===== src/rtl/ctrl_seq_pkg.sv =====
// Shared types and constants for the sequenced control unit of the 9-bit core.
package Definitions;

    typedef enum logic [1:0] {
        ST_IDLE  = 2'd0,
        ST_RUN   = 2'd1,
        ST_LWAIT = 2'd2,
        ST_DONE  = 2'd3
    } state_t;

    // Opcodes 2..5 form the ALU group; 7 is shared by NOP and HALT.
    typedef enum logic [2:0] {
        OP_STR    = 3'd0,
        OP_LDR    = 3'd1,
        OP_ALU_LO = 3'd2,
        OP_ALU_HI = 3'd5,
        OP_BRZ    = 3'd6,
        OP_SYS    = 3'd7
    } opcode_t;

    // HALT is the instruction word with every bit set to this value.
    localparam logic HALT_FILL = 1'b1;

    typedef struct packed {
        logic pc_en;
        logic branch;
        logic reg_wr_en;
        logic mem_wr_en;
        logic mem_rd_en;
        logic is_ldr;
        logic is_halt;
    } dec_t;

endpackage


===== src/rtl/ctrl_seq_decode.sv =====
// Combinational opcode decode; only meaningful while the sequencer is in RUN.
module ctrl_decode
    import Definitions::*;
#(
    parameter int IW  = 9,
    parameter int OPW = 3
) (
    input  logic [IW-1:0] instr,
    input  logic          zero,
    output dec_t          dec
);

    logic [OPW-1:0] op;

    assign op = instr[IW-1:IW-OPW];

    always_comb begin
        dec = '0;
        if (op == OPW'(OP_STR)) begin
            dec.mem_wr_en = 1'b1;
            dec.pc_en     = 1'b1;
        end else if (op == OPW'(OP_LDR)) begin
            dec.mem_rd_en = 1'b1;
            dec.is_ldr    = 1'b1;
        end else if (op >= OPW'(OP_ALU_LO) && op <= OPW'(OP_ALU_HI)) begin
            dec.reg_wr_en = 1'b1;
            dec.pc_en     = 1'b1;
        end else if (op == OPW'(OP_BRZ)) begin
            dec.pc_en  = 1'b1;
            dec.branch = zero;
        end else if (instr == {IW{HALT_FILL}}) begin
            dec.is_halt = 1'b1;
        end else begin
            dec.pc_en = 1'b1;
        end
    end

endmodule


===== src/rtl/ctrl_seq.sv =====
// Sequenced control unit: FSM, load-wait counter and saturating cycle counter
// around the opcode decoder. DbgState exposes the FSM state for observation.
module ctrl_seq
    import Definitions::*;
#(
    parameter int IW      = 9,
    parameter int OPW     = 3,
    parameter int LUTW    = 2,
    parameter int MEM_LAT = 1,
    parameter int CW      = 16
) (
    input  logic            Clk,
    input  logic            Reset,
    input  logic            Start,
    input  logic [IW-1:0]   Instruction,
    input  logic            Zero,
    output logic            PCEn,
    output logic            PCRst,
    output logic            Branch,
    output logic [LUTW-1:0] PCTarg,
    output logic            RegWrEn,
    output logic            MemWrEn,
    output logic            MemRdEn,
    output logic            LoadInst,
    output logic [OPW-1:0]  AluOp,
    output logic            Ack,
    output logic            Busy,
    output logic [CW-1:0]   CycleCnt,
    output logic [1:0]      DbgState
);

    localparam int             WCW       = (MEM_LAT > 1) ? $clog2(MEM_LAT) : 1;
    localparam logic [WCW-1:0] WAIT_INIT = WCW'(MEM_LAT - 1);

    state_t         state, state_nxt;
    logic [WCW-1:0] wcnt;
    logic           active;
    dec_t           dec;

    ctrl_decode #(.IW(IW), .OPW(OPW)) u_decode (
        .instr (Instruction),
        .zero  (Zero),
        .dec   (dec)
    );

    assign active   = (state == ST_RUN) || (state == ST_LWAIT);
    assign DbgState = state;

    always_ff @(posedge Clk) begin
        if (Reset) state <= ST_IDLE;
        else       state <= state_nxt;
    end

    always_ff @(posedge Clk) begin
        if (Reset)                              wcnt <= '0;
        else if (state == ST_RUN && dec.is_ldr) wcnt <= WAIT_INIT;
        else if (state == ST_LWAIT && wcnt != '0) wcnt <= wcnt - WCW'(1);
    end

    always_ff @(posedge Clk) begin
        if (Reset)
            CycleCnt <= '0;
        else if ((state == ST_IDLE || state == ST_DONE) && Start)
            CycleCnt <= '0;
        else if (active && CycleCnt != '1)
            CycleCnt <= CycleCnt + CW'(1);
    end

    // Start is a level sampled every clock; it only has effect in IDLE and DONE.
    always_comb begin
        state_nxt = state;
        case (state)
            ST_IDLE:  if (Start) state_nxt = ST_RUN;
            ST_RUN: begin
                if (dec.is_ldr)       state_nxt = ST_LWAIT;
                else if (dec.is_halt) state_nxt = ST_DONE;
            end
            ST_LWAIT: if (wcnt == '0) state_nxt = ST_RUN;
            ST_DONE:  if (Start) state_nxt = ST_RUN;
            default:  state_nxt = ST_IDLE;
        endcase
    end

    always_comb begin
        PCEn     = 1'b0;
        PCRst    = 1'b0;
        Branch   = 1'b0;
        RegWrEn  = 1'b0;
        MemWrEn  = 1'b0;
        MemRdEn  = 1'b0;
        LoadInst = 1'b0;
        Ack      = 1'b0;
        Busy     = active;
        AluOp    = Instruction[IW-1:IW-OPW];
        PCTarg   = Instruction[LUTW-1:0];
        case (state)
            ST_IDLE: PCRst = Start & ~Reset;
            ST_RUN: begin
                PCEn    = dec.pc_en;
                Branch  = dec.branch;
                RegWrEn = dec.reg_wr_en;
                MemWrEn = dec.mem_wr_en;
                MemRdEn = dec.mem_rd_en;
            end
            ST_LWAIT: begin
                MemRdEn = 1'b1;
                // A reset landing on the write-back cycle must not commit the load.
                if (wcnt == '0 && !Reset) begin
                    LoadInst = 1'b1;
                    RegWrEn  = 1'b1;
                    PCEn     = 1'b1;
                end
            end
            ST_DONE: begin
                Ack   = 1'b1;
                PCRst = Start & ~Reset;
            end
            default: ;
        endcase
    end

endmodule


===== config.mk =====
export PLATFORM = sky130hd
export DESIGN_NAME = ctrl_seq
export DESIGN_NICKNAME = d
export VERILOG_FILES = /design/src/rtl/ctrl_seq_pkg.sv /design/src/rtl/ctrl_seq_decode.sv /design/src/rtl/ctrl_seq.sv
export SDC_FILE = /design/constraint.sdc
export NUM_CORES = 1
export LEC_CHECK = 0
export CORE_ASPECT_RATIO = 1.4
export CORE_MARGIN = 4
export CORE_UTILIZATION = 30
export CTS_BUF_LIST = sky130_fd_sc_hd__clkbuf_2
export DETAILED_ROUTE_END_ITERATION = 6
export GPL_TIMING_DRIVEN = 0
export HOLD_SLACK_MARGIN = 0.03
export SLEW_MARGIN = 25
export SYNTH_ARGS = -nofsm -noshare
export SYNTH_HDL_FRONTEND = slang
export SYNTH_HIERARCHICAL = 1
export SYNTH_SLANG_ARGS = --single-unit

===== constraint.sdc =====
create_clock -name Clk -period 2.6 [get_ports Clk]
set_input_delay 0.65 -clock Clk [delete_from_list [all_inputs] [get_ports Clk]]
set_output_delay 0.65 -clock Clk [all_outputs]
set_load 0.005 [all_outputs]

==> results of run 1 <==
==> final cells by class <==
cell class	count	area [µm²]
Buffer	9	60.1
Clock buffer	4	20.0
Fill cell	413	2190
Inverter	10	37.5
Multi-Input combinational cell	115	778
Sequential cell	19	384
Tap cell	43	53.8
Timing Repair Buffer	45	433
==> cells in the final DEF, fill, tap and decap left out, types with 3 or more instances in the layout <==
| master | n |
|---|---|
| a211oi_1 | 5 |
| nor3_1 | 6 |
| ha_1 | 3 |
| dfxtp_1 | 18 |
| nand2b_1 | 5 |
| a21oi_1 | 12 |
| buf_4 | 8 |
| or4_1 | 3 |
| mux2i_1 | 7 |
| clkbuf_2 | 7 |
| o21ai_0 | 3 |
| inv_1 | 8 |
| o31ai_1 | 4 |
| nand3_1 | 5 |
| nand2_1 | 24 |
| clkdlybuf4s50_1 | 37 |
| nor2_1 | 7 |
==> cell usage after synthesis, drive strengths merged (3+ instances only) <==
master  number  area (µm²)
nand2       24        90.1
dfxtp       19         380
a21oi       12        60.1
inv         10        37.5
buf          7        48.8
mux2i        7        70.1
nor2         7        26.3
nand3        6        30.0
nor3         6        30.0
or4          6        51.3
a211oi       5        37.5
ha           5        62.6
nand2b       5        31.3
o31ai        4        30.0
o21ai        3        15.0
==> report_power, final <==
group	internal, W	switching [W]	leakage (nW)
sequential	0.000302	0.0000120	0.154
clock	0.0000407	0.0000953	0.0166
combinational	0.000121	0.000113	0.497
==> critical path, stage by stage <==
cell and delay [ps]:
clkdlybuf4s50_1 440, nor3b_1 160, and2_1 140, clkdlybuf4s50_1 500
==> timing repair <==
action / in CTS / in global routing
resized for setup: 14 / 11
setup endpoints to repair: 7 / 5
endpoints found under the hold margin: 0 / 0
buffers inserted: 1 / 0
hold buffers: 0 / 0
pin swaps: 0 / 2
==> metal layers <==
metal | global-route usage | vias up | part of all wire
li1 | - | 659 | -
met1 | 0.140 | 618 | 0.39
met2 | 0.259 | 45 | 0.53
met3 | 0.0404 | 4 | 0.064
met4 | 0.0375 | 0 | 0.0077
met5 | 0 | - | 0
==> registers in the layout, summed over array words and instances, names as in the netlist <==
register	cells
DbgState	2
CycleCnt	16
wcnt	1
==> cell families after synthesis <==
| logic type | share of synthesized area |
|---|---|
| AOI/OAI and AO/OA | 0.193 |
| xor gates and xnor gates | 0.00712 |
| adders and majority gates | 0.0509 |
| buffers and inverters | 0.0763 |
| DFF | 0.309 |
| muxes | 0.0570 |
| and+or+nand+nor | 0.306 |
==> stage by stage <==
| step | setup TNS [ps] | util | setup WS, ps |
|---|---|---|---|
| after CTS | 0 | 0.444 | 0.593 |
| after detailed placement | -1380 | 0.436 | -567 |
| after global placement | -1290 | 0.436 | -567 |
| final | 0 | 0.447 | 61.5 |
| after global routing | 0 | 0.447 | 0.756 |
| after floorplan | 0 | - | 428 |
==> final timing paths <==
path,endpoint,depth (start not counted)
hold reg to reg,wcnt,2
setup reg to reg,CycleCnt[3],6
hold / removal,wcnt,2
setup / recovery,Branch,4
==> impl.org, run 1 <==
** Die
- In this run the core area contains 27 standard-cell rows.
- Initial core utilization :: 0.311
- Die outline area :: 5200 µm²
- The die is 83.8 µm tall.
- I/O pins :: 45
- Measured along the x axis, the die boundary spans 62.1 µm.
- The total area inside the core boundary comes to 3950 µm².

** Layout
- Fraction of layout cells with a size suffix above 1 :: 0.134
- Nets@finish :: 221
- The number of antenna diodes in the final layout is 0.
- Once layout is complete, the cells apart from fillers number 245.
- Area of all placed cells without fillers :: 1770 µm²
- From synthesis to final layout, the design area changed by 43.6%.

** Timing
- Worst slew margin :: 0.446
- Timing-limited maximum frequency :: 0.394 GHz
- Unrepaired setup endpoints after global routing :: no
- Slew @ Worst Pin :: 824 ps
- The tightest hold path in the finished design has a slack of 474 ps.
- Setup violations remaining at the end of the flow were counted as 0.
- Dividing the final minimum period by the clock period gives 0.976.
- Clock skew on the completed layout was measured at 8.71 ps.
- Final critical-path required period :: 2540 ps
- The number of hold violations in the final report is 0.
- The total count of max-transition violations in the final report was 0.

** Setup path
- CP Launch Type :: input pin
- Critical Path AT :: 1890 ps
- Worst reg2reg setup slack :: 330 ps
- Data on the critical path is required at its endpoint by 1950 ps.
- The most critical setup path has its startpoint at Zero.
- Type of the worst setup path :: in2out
- Source of the worst register-to-register timing path :: DbgState[1]
- Endpoint kind of the worst setup timing path :: output port
- Along the worst path, the maximum fanout reaches 1.

** Clock network
- Clock-pin slew of the registers on the worst-case setup and hold paths :: 190 ps
- The clock net in this run drives a total of 19 sinks.
- Buffers inserted during clock tree synthesis total 3.
- TritonCTS clock tree :: built
- In this run the clock root is driven by a clkbuf_2.
- Worst skew pair latency :: 320 ps
- # H-tree levels :: 1
- The longest clock path from root to sink contains 2 buffers.

** Worst hold path
- Worst Min Path Start :: wcnt
- Hold crit path type :: reg2reg

** Route
- Pre-antenna DRT Iters :: 4
- Via density per instance :: 5.41
- For this run, design rule violations remaining after detail routing come to 0.
- The detailed router finished its first iteration with 45 violations.
- Average wire length per cell after detail routing :: 14.3 µm
- Via count :: 1326
- After detailed routing, the total wire length is 3500 µm.
- Antenna Nets Post-Route :: 0

** Power and ir drop
- Max IR drop VDD :: 0.296 mV
- In this run the static leakage power is 0.668 nW.
- The design draws 0.000684 W.
- Power spread over the standard cell area amounts to 387 nW/µm².

** Yosys
- Total number of yosys warnings :: 6
- After synthesis the netlist holds a flip-flop and latch count of 19.
- In this run, distinct cell masters in the synthesized netlist total 38.
- Counting flops with an async set or reset pin after synthesis yields a share of 0.
- The synthesized design contains 0 enable-type register cells.
- The number of nets handed over by synthesis was 171.
- Share of the yosys chip area belonging to registers :: 0.309
- Average footprint of a synthesized cell :: 8.04 µm²
- Most frequently used flop master after synthesis :: dfxtp_1
- Gate count after technology mapping :: 153
- Summing every instance area after synthesis gives 1230 µm².

** Placed design
- In this run the cell area measured after placement is 1720 µm².
- At the end of routability-driven placement, the weighted congestion stood at 0.863.
- Including well taps, the total number of placed cells is 240.
- The wire-length estimate of the detail-placed layout is 2730 µm.
- Number of buffers inserted by port buffering :: 44

** Job
- The tool flagged a number of max-cap violations equal to 0.

** Outcome
- The run finished with clean final reports.

** Global routing
- Gr usage total :: 0.136
- Entering global routing, the biggest net connects 11 pins.
- The first global-routing pass estimated 6060 µm of wire.
- Summed over all layers, the global routing overflow is 0.
- Antenna violations before repair :: 0
- Via count of the first global-routing pass :: 1354
Note: power is estimated with default switching activity, not from simulation.
==> run 2, diff against run 1 <==
Settings changed: SKIP_LAST_GASP from default to 1.
Clock period 2.6 ns to 3.06 ns, I/O delays scaled along.
==> impl.org, run 2 (synthesis results as in run 1) <==
** Timing
- Hold is met by 475 ps.
- Worst slew margin :: 0.441
- Final setup violation count :: 0
- Of the available clock period, the critical path in the final layout requires 0.939.
- Unrepaired setup endpoints after global routing :: no
- Fin. max-slew vios :: 0
- Final critical-path required period :: 2870 ps
- The number of hold violations in the final report is 0.
- Timing-limited maximum frequency :: 0.348 GHz
- Slew @ Worst Pin :: 832 ps
- On the final layout, the worst clock skew is 9.68 ps.

** Worst hold path
- The worst hold path begins at wcnt.
- The worst hold path passes through 2 cells.
- Hold crit path type :: reg2reg
- The worst hold path terminates at wcnt.

** Clock network
- The clock passes through at most 2 buffers.
- Number of instances resized during post-cts repair :: 6
- Total clock buffers created by CTS :: 3
- CTS built an H-tree with a depth of 1.
- Buffer cell driving the clock tree root :: clkbuf_2
- Clk sinks :: 19
- Clock-pin slew was measured on the worst setup and hold paths at 190 ps.
- Buffers added to address setup during post-CTS repair amount to 0.
- TritonCTS clock tree :: built
- Worst skew pair latency :: 320 ps
- Hold Buf Count CTS :: 0

** Die
- Number of core rows :: 27
- The floorplan step defined a die boundary enclosing 5200 µm².
- Measured along the x axis, the die boundary spans 62.1 µm.
- The initial utilization of the core area, before any placement, comes to 0.311.
- 45 I/O pins were placed.
- In this run the standard cell core region covers 3950 µm².
- Die Span Y :: 83.8 µm

** Setup path
- The largest individual stage delay along the critical path comes from the cell clkdlybuf4s50_1.
- Cells along the critical path :: inv_1, ha_1, clkbuf_2, inv_1, clkdlybuf4s50_1
- Critical Path AT :: 2110 ps
- The worst register-to-register path has a setup slack of 560 ps.
- In this run the worst path has a maximum fanout of 10.
- In this run the critical register-to-register path is launched from DbgState[0].
- For this run, the slowest stage of the critical path takes 530 ps.
- Number of buffers and inverters on the critical path :: 4
- Family of cells with the greatest summed delay on the critical path :: buffers and inverters
- The worst register-to-register path ends at CycleCnt[3].
- The worst setup path is launched from a flop.
- Required time at the worst-slack endpoint :: 2290 ps
- The worst setup path is captured at an output port.
- The critical path is of the reg2out type.
- The most numerous cell type found on the critical path is inv_1.
- Logic depth of the worst register-to-register path :: 7

** Placed design
- The congestion estimate from routability-driven global placement came to 0.863.
- Detailed placer's ending HPWL :: 2730 µm
- Counting tap cells, the placed design contains a total of 240 instances.
- Total placed instance area :: 1720 µm²
- Number of buffers inserted by port buffering :: 44

** Layout
- N_diodes :: 0
- The register with the most flip-flops in the final layout is CycleCnt.
- After routing the design area is 1750 µm².
- Fraction of layout cells with a size suffix above 1 :: 0.0896
- For this run, the post-layout net count is 220.
- Fill cells in the final layout number 413.
- Registers take 380 µm².
- Synth-to-Final Area Change :: 42.1%
- Most common cell after layout, fill and taps aside :: clkdlybuf4s50_1
- Count of placed standard cells in the final layout, fillers left out :: 244
- In the layout the commonest cells are 38 x clkdlybuf4s50_1, 24 x nand2_1, 19 x dfxtp_1.
- Multi-input logic area :: 758 µm²
- Max FFs per register :: 16

** Global routing
- In the global route stage, overall resource usage came out at 0.136.
- Pin count of the biggest net entering global routing :: 11
- Global route total overflow :: 0
- Via count of the first global-routing pass :: 1343
- The first global-routing pass estimated 6020 µm of wire.
- Antenna violations before repair :: 0

** Route
- Via count :: 1317
- Detailed-route wire length :: 3490 µm
- In this run the remaining antenna-violating nets after routing total 0.
- Pre-antenna DRT Iters :: 4
- Via density per instance :: 5.40
- Final routed DRC violation total :: 0
- Dividing the detail-routed wire length by the instance count gives 14.3 µm.
- Violation count after the first detailed-routing iteration :: 36

** Power and ir drop
- Dividing total power by cell area gives a power density of 325 nW/µm².
- Leak Pwr :: 0.675 nW
- VDD sags by at most 0.251 mV.

** Outcome
- The flow ran to the end, and the final reports show no timing, DRC or antenna violations.

** Job
- Max-cap violations in this run came to 0.
[run 2: cell types whose count changed in the layout (fill, tap and decap cells not counted), sizes merged]
cell / previous run / this run
dlygate4sd2: 2 / 4
clkbuf: 8 / 6
clkdlybuf4s50: 37 / 38
dlymetal6s2s: 1 / 2
buf: 9 / 7
clkdlybuf4s15: 1 / 0
[run 2: final cells by class]
class,count,area share
Buffer,9,0.0329
Clock buffer,4,0.0115
Inverter,10,0.0215
Multi-Input combinational cell,115,0.434
Sequential cell,19,0.218
Tap cell,43,0.0308
Timing Repair Buffer,44,0.252
[run 2: how the worst max path moves through the flow]
| stage | startpoint | slack, ps | cells past startpoint | to |
|---|---|---|---|---|
| floorplan | Instruction[8] | 800 | 5 | MemRdEn |
| global placement | Instruction[6] | -340 | 7 | MemRdEn |
| detailed placement | Instruction[6] | -340 | 7 | MemRdEn |
| CTS | Instruction[3] | 50 | 6 | PCEn |
| global route | DbgState[0] | 50 | 5 | RegWrEn |
| finish | DbgState[0] | 190 | 5 | Busy |
[run 2: power breakdown]
part | internal, W | total, W | switching (W)
sequential | 0.000256 | 0.000267 | 0.0000112
combinational | 0.0000931 | 0.000184 | 0.0000905
clock | 0.0000346 | 0.000116 | 0.0000816
total | 0.000384 | 0.000567 | 0.000183
[run 2: worst register-to-register path, delay by kind of cell (launching register included)]
kind	cells	cell delay, ps
flops	1	450
buf+inv	3	750
compound gates	3	920
fa+ha+maj	1	350
[run 2: per-layer routing]
layer	up-vias	track usage	routed length, µm
li1	658	-	-
met1	612	0.140	1350
met2	43	0.257	1860
met3	4	0.0404	241
met4	0	0.0375	27
met5	-	0	0
[run 2: per-stage QoR]
stage / util / setup TNS [ps] / worst slack [ps] / total power, W
detailed placement: 0.436 / -483 / -337 / 0.000457
global placement: 0.436 / -459 / -337 / 0.000455
CTS: 0.441 / 0 / 45.2 / 0.000572
global route: 0.442 / 0 / 51.5 / 0.000602
finish: 0.442 / 0 / 188 / 0.000567
floorplan: - / 0 / 800 / 0.000362
